[config.mk]
export PLATFORM = sky130hd
export DESIGN_NAME = lsu_mem_ctrl
export DESIGN_NICKNAME = d
export VERILOG_FILES = /design/src/rtl/lsu_mem_ctrl.sv
export SDC_FILE = /design/constraint.sdc
export NUM_CORES = 1
export LEC_CHECK = 0
export CAP_MARGIN = 15
export CORE_UTILIZATION = 45
export CTS_CLUSTER_SIZE = 14
export DETAILED_ROUTE_END_ITERATION = 7
export GPL_TIMING_DRIVEN = 1
export PLACE_DENSITY = 0.8
export SLEW_MARGIN = 20
export SYNTH_ARGS = -nofsm -noshare
export SYNTH_HDL_FRONTEND = slang
export SYNTH_SLANG_ARGS = --single-unit
[constraint.sdc]
create_clock -name i_clk -period 2.2 [get_ports i_clk]
set_clock_uncertainty 0.2 [all_clocks]
set_input_delay 0.55 -clock i_clk [delete_from_list [all_inputs] [get_ports i_clk]]
set_output_delay 0.55 -clock i_clk [all_outputs]
set_load 0.05 [all_outputs]
[src/rtl/lsu_mem_ctrl.sv]
// Load/store unit between the datapath memory stage and the data-memory bus.
// Turns one core load/store into a single word-aligned bus transaction with a
// req/ack handshake, builds byte enables and replicated store data, and
// extracts and sign/zero-extends load data. Flags misaligned accesses, illegal
// funct3 and bus timeout.
//
// Ports:
//   i_clk, i_rst_n    clock (rising edge), asynchronous active-low reset
//   i_req, i_we       core request (held while o_stall=1), 1=store 0=load
//   i_f3              funct3: 000 B, 001 H, 010 W, 100 BU, 101 HU (loads only)
//   i_addr, i_wdata   byte address, store data
//   o_stall           hold core pipeline
//   o_done            one-cycle completion pulse
//   o_rdata           extended load data (valid with o_done)
//   o_fault           access faulted (valid with o_done)
//   o_fault_code      01 misaligned, 10 illegal funct3, 11 timeout
//   o_mem_*           registered bus request, write, word address, data, byte enables
//   i_mem_ack         bus accept / read data valid
//   i_mem_rdata       bus read word
module lsu_mem_ctrl #(
    parameter int unsigned TIMEOUT_CYCLES = 255
) (
    input  logic        i_clk,
    input  logic        i_rst_n,
    input  logic        i_req,
    input  logic        i_we,
    input  logic [2:0]  i_f3,
    input  logic [31:0] i_addr,
    input  logic [31:0] i_wdata,
    output logic        o_stall,
    output logic        o_done,
    output logic [31:0] o_rdata,
    output logic        o_fault,
    output logic [1:0]  o_fault_code,
    output logic        o_mem_req,
    output logic        o_mem_we,
    output logic [31:0] o_mem_addr,
    output logic [31:0] o_mem_wdata,
    output logic [3:0]  o_mem_be,
    input  logic        i_mem_ack,
    input  logic [31:0] i_mem_rdata
);

    localparam logic [7:0] TimeoutLast = 8'(TIMEOUT_CYCLES - 1);

    typedef enum logic [1:0] {
        StIdle,
        StReq,
        StResp,
        StErr
    } state_e;

    state_e      state_q;
    logic [2:0]  f3_q;
    logic [1:0]  off_q;
    logic [7:0]  cnt_q;
    logic        done_q;
    logic        fault_q;
    logic [1:0]  code_q;
    logic [31:0] rdata_q;
    logic        mem_req_q;
    logic        mem_we_q;
    logic [31:0] mem_addr_q;
    logic [31:0] mem_wdata_q;
    logic [3:0]  mem_be_q;

    // Request decode, evaluated on the incoming core request.
    logic        legal;
    logic        aligned;
    logic [3:0]  st_be;
    logic [31:0] st_wdata;

    always_comb begin
        legal    = 1'b0;
        aligned  = 1'b1;
        st_be    = 4'b0000;
        st_wdata = 32'h0;
        case (i_f3)
            3'b000: begin
                legal    = 1'b1;
                st_be    = 4'b0001 << i_addr[1:0];
                st_wdata = {4{i_wdata[7:0]}};
            end
            3'b001: begin
                legal    = 1'b1;
                aligned  = ~i_addr[0];
                st_be    = 4'b0011 << i_addr[1:0];
                st_wdata = {2{i_wdata[15:0]}};
            end
            3'b010: begin
                legal    = 1'b1;
                aligned  = (i_addr[1:0] == 2'b00);
                st_be    = 4'b1111;
                st_wdata = i_wdata;
            end
            3'b100: begin
                legal = ~i_we;
            end
            3'b101: begin
                legal   = ~i_we;
                aligned = ~i_addr[0];
            end
            default: legal = 1'b0;
        endcase
    end

    // Load extraction from the bus word using the latched funct3 and byte offset.
    logic [31:0] ld_shift;
    logic [31:0] ld_ext;

    always_comb begin
        ld_shift = i_mem_rdata >> {off_q, 3'b000};
        case (f3_q)
            3'b000:  ld_ext = {{24{ld_shift[7]}}, ld_shift[7:0]};
            3'b001:  ld_ext = {{16{ld_shift[15]}}, ld_shift[15:0]};
            3'b100:  ld_ext = {24'h0, ld_shift[7:0]};
            3'b101:  ld_ext = {16'h0, ld_shift[15:0]};
            default: ld_ext = i_mem_rdata;
        endcase
    end

    always_ff @(posedge i_clk or negedge i_rst_n) begin
        if (!i_rst_n) begin
            state_q     <= StIdle;
            f3_q        <= 3'b000;
            off_q       <= 2'b00;
            cnt_q       <= 8'h0;
            done_q      <= 1'b0;
            fault_q     <= 1'b0;
            code_q      <= 2'b00;
            rdata_q     <= 32'h0;
            mem_req_q   <= 1'b0;
            mem_we_q    <= 1'b0;
            mem_addr_q  <= 32'h0;
            mem_wdata_q <= 32'h0;
            mem_be_q    <= 4'b0000;
        end else begin
            case (state_q)
                StIdle: begin
                    if (i_req) begin
                        f3_q  <= i_f3;
                        off_q <= i_addr[1:0];
                        if (!legal) begin
                            // Illegal funct3 wins over misalignment.
                            state_q <= StErr;
                            done_q  <= 1'b1;
                            fault_q <= 1'b1;
                            code_q  <= 2'b10;
                            rdata_q <= 32'h0;
                        end else if (!aligned) begin
                            state_q <= StErr;
                            done_q  <= 1'b1;
                            fault_q <= 1'b1;
                            code_q  <= 2'b01;
                            rdata_q <= 32'h0;
                        end else begin
                            state_q     <= StReq;
                            cnt_q       <= 8'h0;
                            mem_req_q   <= 1'b1;
                            mem_we_q    <= i_we;
                            mem_addr_q  <= {i_addr[31:2], 2'b00};
                            mem_wdata_q <= i_we ? st_wdata : 32'h0;
                            mem_be_q    <= i_we ? st_be : 4'b1111;
                        end
                    end
                end
                StReq: begin
                    if (i_mem_ack || (cnt_q == TimeoutLast)) begin
                        state_q     <= StResp;
                        done_q      <= 1'b1;
                        fault_q     <= ~i_mem_ack;
                        code_q      <= i_mem_ack ? 2'b00 : 2'b11;
                        rdata_q     <= (i_mem_ack && !mem_we_q) ? ld_ext : 32'h0;
                        mem_req_q   <= 1'b0;
                        mem_we_q    <= 1'b0;
                        mem_addr_q  <= 32'h0;
                        mem_wdata_q <= 32'h0;
                        mem_be_q    <= 4'b0000;
                    end else begin
                        cnt_q <= cnt_q + 8'h1;
                    end
                end
                StResp, StErr: begin
                    state_q <= StIdle;
                    done_q  <= 1'b0;
                    fault_q <= 1'b0;
                    code_q  <= 2'b00;
                    rdata_q <= 32'h0;
                end
                default: state_q <= StIdle;
            endcase
        end
    end

    assign o_stall      = ((state_q == StIdle) && i_req) || (state_q == StReq);
    assign o_done       = done_q;
    assign o_fault      = fault_q;
    assign o_fault_code = code_q;
    assign o_rdata      = rdata_q;
    assign o_mem_req    = mem_req_q;
    assign o_mem_we     = mem_we_q;
    assign o_mem_addr   = mem_addr_q;
    assign o_mem_wdata  = mem_wdata_q;
    assign o_mem_be     = mem_be_q;

endmodule

==> results.yml <==
setup_path:
  critical_path_arrival_ps: 2280
  path_max_fanout: 7
  cp_num_cells: 6
  crit_type: "in2reg"
  startpoint: "i_mem_rdata[31]"
  crit_buf_inv: 1
  worst_setup_path_start_kind: "primary input"
  required_ps: 2300
  critical_path.cell_chain: "clkdlybuf4s50_1 -> mux4_2 -> a21oi_2 -> nor3b_2 -> a21boi_0 -> a221o_1"
  worst_r2r_startpoint: "cnt_q[1]"
  reg2regPathDepth: 6
  cpLargestDelayFamily: "compound AO/OA/AOI/OAI gates"
  endpoint: "o_rdata[13]"
  r2r_slack_ps: 60
  crit_slowest_cell: "mux4_2"
  max_stage_delay_ps: 540
  end_kind: "register"
  reg2reg_to: "o_mem_wdata[9]"
timing:
  worst_pin_slew_ps: 652.6
  fin_crit_sh_pct: 99.33
  fmax_mhz: 457.6
  finalHoldViolations: 0
  setup_viol_count_final: 0
  slew_headroom_pct: 56.40
  rsz0062_at_grt: "yes"
  slew_violations: 0
  timing.hold.ws_ps: 265.8
  worst_slack_ps: 14.83
  min_period_ps: 2185
grt:
  grt_max_degree: 59
  grt_pass1_wl_um: 27370
  first_global_vias: 5557
  grt_usage_pct: 26.91
  overflow: 0
  antenna_found_initial: 2
pwr:
  p_per_area_mw_per_mm2: 1551
  power_mw: 13.59
  ir_worst_vdd_v: 0.001353
  power_leakage_nw: 4.136
logic_synthesis:
  synthFlopType: "dfrtp_1"
  ys_warn_count: 0
  seq_area_frac_synth_pct: 50.90
  avgSynthCellArea_um2: 9.376
  syn-cell-area_mm2: 0.005851
  ys_async_sr_fraction_pct: 100.0
  syn_inst: 624
  synth-seq-cells: 119
  synth_edf_count: 0
  synthDistinctLibCells: 47
clock_network:
  h-tree-depth: 4
  clock-sinks: 119
  cts_buffer_depth: 2
  clk_pin_slew_worst_paths_ps: 60
  cts_root_buffer: "clkbuf_16"
  cts_buffers: 17
  clk_latency_ps: 420
  cts_tree: "done"
placement:
  place_congestion: 0.9019
  post-place-ws_ps: -616.7
  place.port_buffers: 208
  place_hpwl_um: 13140
die:
  die_h_um: 116.0
  core_area_mm2: 0.01267
  row_count: 41
  die_area_mm2: 0.01346
  boundaryPins: 211
  start_util_pct: 46.17
  die_w_um: 116.0
outcome:
  status: "finished, final reports clean"
hold_path:
  min_from: "o_rdata[0]"
  worstHoldPathType: "reg2reg"
cells_and_area:
  post-route-util_pct: 69.14
  drive_gt1_share_pct: 25.95
  areaGrowthSynthToFinish_pct: 49.74
  final_nets: 965
route:
  wirelength_um: 18160
  drt_iter0_markers: 460
  vias: 5757
  via_per_inst: 5.509
  routedWlPerCell_um: 17.38
  drc: 0
  first_pass_iters: 5
  ant_nets: 0
job:
  max-cap-violations: 0
worst register-to-register path, stage by stage, from the launching register on:
cell,delay (ps)
dfrtp_1,430
ha_2,220
nand3_1,110
o21a_1,220
a211o_4,370
buf_16,220
o31ai_2,290
power by group:
part / internal, mW / switching, mW
Clock: 1.55 / 0.990
Combinational: 2.52 / 4.94
Sequential: 3.00 / 0.592
Yosys cell counts, types with 5 or more instances:
library cell / instances / area (um2)
mux2_2: 6 / 67.56
dfrtp_1: 119 / 2978
mux2i_1: 18 / 180.2
buf_2: 10 / 50.05
nand2_1: 142 / 533.0
o21ai_0: 67 / 335.3
nor2b_1: 9 / 56.30
a221o_1: 8 / 80.08
o31ai_1: 25 / 187.7
buf_6: 13 / 146.4
inv_1: 7 / 26.28
a22oi_1: 8 / 60.06
buf_4: 6 / 45.04
nor2_1: 38 / 142.6
a22o_1: 5 / 43.79
clkbuf_1: 22 / 82.58
xnor2_1: 5 / 43.79
a21oi_1: 56 / 280.3
a21boi_0: 8 / 60.06
placed cells by master, fill, tap and decap left out, types with 3 or more instances in the layout:
master	instances
a21o_1	4
dlymetal6s2s_1	3
a22o_1	5
clkbuf_8	4
dfrtp_1	118
mux2i_1	18
mux2_2	6
nor2b_1	9
a221o_1	8
clkinv_4	3
o21ai_0	66
nor2_1	37
nand4_1	4
inv_1	6
a21oi_1	55
nor3b_2	3
o21ai_1	5
clkinvlp_4	3
o221ai_1	4
buf_12	7
buf_4	152
o31ai_2	5
a21boi_0	7
o31ai_1	20
nand2_1	142
clkdlybuf4s50_1	95
a22oi_1	8
clkinv_2	3
xnor2_1	5
dlygate4sd2_1	3
nor3_1	4
clkbuf_16	19
cell type report:
type,count,area [um2]
fillers,986,3910
repair buffers,266,2400
clock inverters,10,72.57
flip-flops and latches,119,2979
diodes,2,5.005
clock buffers,21,480.5
well taps,172,215.2
multi-input cells,448,2582
inverters,7,26.28
per-layer routing:
layer	part of all wire (%)	vias up	track usage (%)
met2	50	297	45.20
met3	8.5	41	8.054
met1	39	2772	32.09
met5	0	-	0
met4	2.5	0	11.54
li1	-	2647	-
through the flow:
stage,setup TNS [ps],cells,cell area [um2]
after CTS,0,1037,8625
after floorplan,0,625,5862
after detailed placement,-53350,1004,8046
after global routing,-31.34,1044,8758
final,0,1045,8761
after global placement,-48240,1004,8046
how the worst min path moves through the flow:
stage          slack, ps             end  cells after the start
2_1_floorplan         50        cnt_q[0]                      0
3_3_place_gp         250      o_rdata[0]                      2
3_5_place_dp         260      o_rdata[0]                      2
4_1_cts              270      o_rdata[0]                      2
5_1_grt              300  o_mem_addr[23]                      2
6_report             270      o_rdata[0]                      2
flip-flops by register name, summed over array words and instances, names as in the netlist:
name / count
cnt_q: 8
o_mem_we: 1
o_fault_code: 2
state_q: 2
f3_q: 3
o_fault: 1
off_q: 2
o_rdata: 32
o_mem_be: 4
o_done: 1
o_mem_addr: 30
o_mem_req: 1
o_mem_wdata: 32
cell families (layout without fill, tap and decap cells):
kind of cell               count (synthesis)  in the layout  synth area share [%]
DFF                                      119            119                 50.90
adders and majority gates                  2              2                0.4276
other                                      1              4               0.06410
buffers and inverters                     58            304                 5.988
muxes                                     25             25                 4.619
AOI/OAI and AO/OA                        200            200                 21.39
and+or+nand+nor                          214            214                 15.87
xor gates and xnor gates                   5              5                0.7485
repair_timing:
action | 4_1_cts | 5_1_grt
pin swaps | 1 | 8
cloned | 0 | 2
endpoints found under the hold margin | 20 | 0
endpoints found under the setup margin | 84 | 82
buffers inserted | 1 | 4
hold buffers | 1 | 0
gates resized for setup | 8 | 18
Note: power is estimated with default switching activity, not from simulation.
==> RTL edit, RTL diff (same flow settings) <==
The 4 states of `state_e` get a one-hot encoding in 4 bits.
--- a/src/rtl/lsu_mem_ctrl.sv
+++ b/src/rtl/lsu_mem_ctrl.sv
@@ -45,7 +45,7 @@
 
-    typedef enum logic [1:0] {
-        StIdle,
-        StReq,
-        StResp,
-        StErr
+    typedef enum logic [3:0] {
+        StIdle = 4'b0001,
+        StReq  = 4'b0010,
+        StResp = 4'b0100,
+        StErr  = 4'b1000
     } state_e;
Formal check against the unedited RTL: no difference found for any inputs over 4 cycles, from zero or initial values and one cycle with i_rst_n low; so few cycles prove little.
==> RTL edit against the original RTL <==
The flow now finishes with violations (negative setup slack). Synthesized cell count is 17% lower. Sequential cell count is 2 higher. Worst setup slack worse by 0.33 ns. Total power is 12% higher. Routed wire length is 15% higher. Synthesized area is 3.1% lower. Design area is 10% higher. Worst hold slack better by 0.026 ns. Critical path type is now reg -> reg.
==> RTL edit: results (changes against the original RTL) <==
Synth
  – Async SR Flop Fraction: 100% (unchanged)
  – Post-synth top cells: dfrtp_1, a22o_1, a21oi_1
  – Syn avg cell area: 10.9 sq um (+16%)
  – Synth area leaders: dfrtp_1, a22o_1, a21oi_1
  – Top FF cell, synth: dfrtp_1
  – Synth cell types: 59 (+26%)
  – Sequential-to-total area share from yosys stat: 53.5% (+2.6 points)

STA
  – Fin Setup TNS: -25.60 ns (-25.60 ns)
  – Fin worst setup slack: -0.317 ns (-0.332 ns)
  – Worst-Margin Slew: 0.908 ns (+0.256 ns)
  – Setup violators final: 113 (+113)

Placed design
  – Number of placed instances, taps included: 912 (-9.2%)
  – Post-placement cell area: 0.00809 sq mm (+0.53%)
  – GPL Wtd Cong: 0.909 (+0.77%)
  – Post-DP HPWL: 13100 um (-0.16%)

Power and ir drop
  – Internal Pwr Total: 8.28 mW (+17%)
  – Maximum VDD drop: 0.00120 V (-12%)
  – Pleak: 4.48 nW (+8.3%)

Global route
  – Initial antenna violation count: 0 (-2)
  – First-pass GRT wire length: 31300 um (+14%)
  – Largest net degree at the start of global routing: 47 (-20%)
  – Vias in the first global route: 5891 (+6.0%)
  – Tot GR Track Use: 31.5% (+4.6 points)

Setup path
  – Critical Path Slowest Stage Cell: or4_4
  – Critical Path AT: 2.60 ns (+0.32 ns)
  – CP delay by family, top: simple AND/OR/NAND/NOR gates
  – Highest cell delay on the worst timing path: 0.59 ns (+0.05 ns)

Detailed routing
  – Vias per inst: 5.91 (+7.3%)
  – Initial DRT Pass Iterations: 6 (+1)
  – 1st-iter DRT viols: 539 (+17%)
  – WL/cell: 21.5 um (+24%)

Final layout
  – Final nets: 899 (-6.8%)
  – Number of diodes: 0 (-2)
  – Layout cells sized above 1: 36.4% (+10 points)
  – Finished Layout Cells: 973 (-6.9%)

Run status
  – Violated checks: negative setup slack
  – Status: complete, but fails checks

CTS
  – Clk_lat worst skew: 0.40 ns (-0.02 ns)

Min path
  – Hold crit path type: in -> async
## RTL edit: power by group through the flow
stage          registers (mW)  clock network (mW)  logic (mW)
2_1_floorplan            6.27                   0        2.10
3_3_place_gp             3.66                   0        7.02
3_5_place_dp             3.68                   0        7.20
4_1_cts                  3.72                2.90        8.09
5_1_grt                  3.87                3.03        8.91
6_report                 3.79                2.88        8.56
## RTL edit: kinds of logic after synthesis
group / synth area share [%]
AOI/OAI and AO/OA: 28.5
xor gates and xnor gates: 0.155
adders and majority gates: 0.442
buffers and inverters: 4.59
DFF: 53.5
muxes: 4.22
other: 0.0662
and+or+nand+nor: 8.52
## RTL edit: final cells by class
class                   count  area [sq um]
clock inverters            12           176
repair buffers            297          2840
clock buffers              19           433
inverters                  17          63.8
flip-flops and latches    121          3030
fillers                   715          2500
multi-input cells         339          2910
well taps                 168           210
## RTL edit: final timing paths
| kind | startpoint | end | slack [ns] |
|---|---|---|---|
| setup / recovery | state_q[0] | o_rdata[25] | -0.32 |
| hold / removal | i_rst_n | o_rdata[4] | 0.29 |
| setup reg to reg | state_q[0] | o_rdata[25] | -0.32 |
| hold reg to reg | o_mem_be[1] | o_mem_be[1] | 0.29 |
| max in group asynchronous | i_rst_n | state_q[0] | 0.86 |
| min in group i_clk | o_mem_be[1] | o_mem_be[1] | 0.29 |
## RTL edit: timing repair
action | 4_1_cts | 5_1_grt
gates resized for setup | 67 | 50
setup buffers | 12 | 7
hold endpoints to repair | 88 | 0
cloned | 11 | 3
hold buffers | 1 | 0
endpoints found under the setup margin | 112 | 117
pin swaps | 39 | 24
## RTL edit: metrics by stage
stage / worst slack (ns) / util, %
5_1_grt: -0.338 / 79.5
3_3_place_gp: -0.455 / 66.5
6_report: -0.317 / 79.5
4_1_cts: -0.284 / 76.9
2_1_floorplan: -0.349 / -
3_5_place_dp: -0.526 / 66.5
## RTL edit: worst reg2reg max path, cell delays in order, from the launching register on
cell       delay, ns
dfstp_2         0.54
or4b_4          0.47
or4_4           0.59
a21bo_4         0.29
clkbuf_16       0.19
o2bb2ai_2       0.13
## RTL edit: per-layer routing
layer  vias up  track usage [%]  share of wire [%]
met1      2858             36.3                 38
met2       333             54.5                 51
li1       2509                -                  -
met4         0             13.5                3.2
met5         -                0                  0
met3        49             9.26                8.3
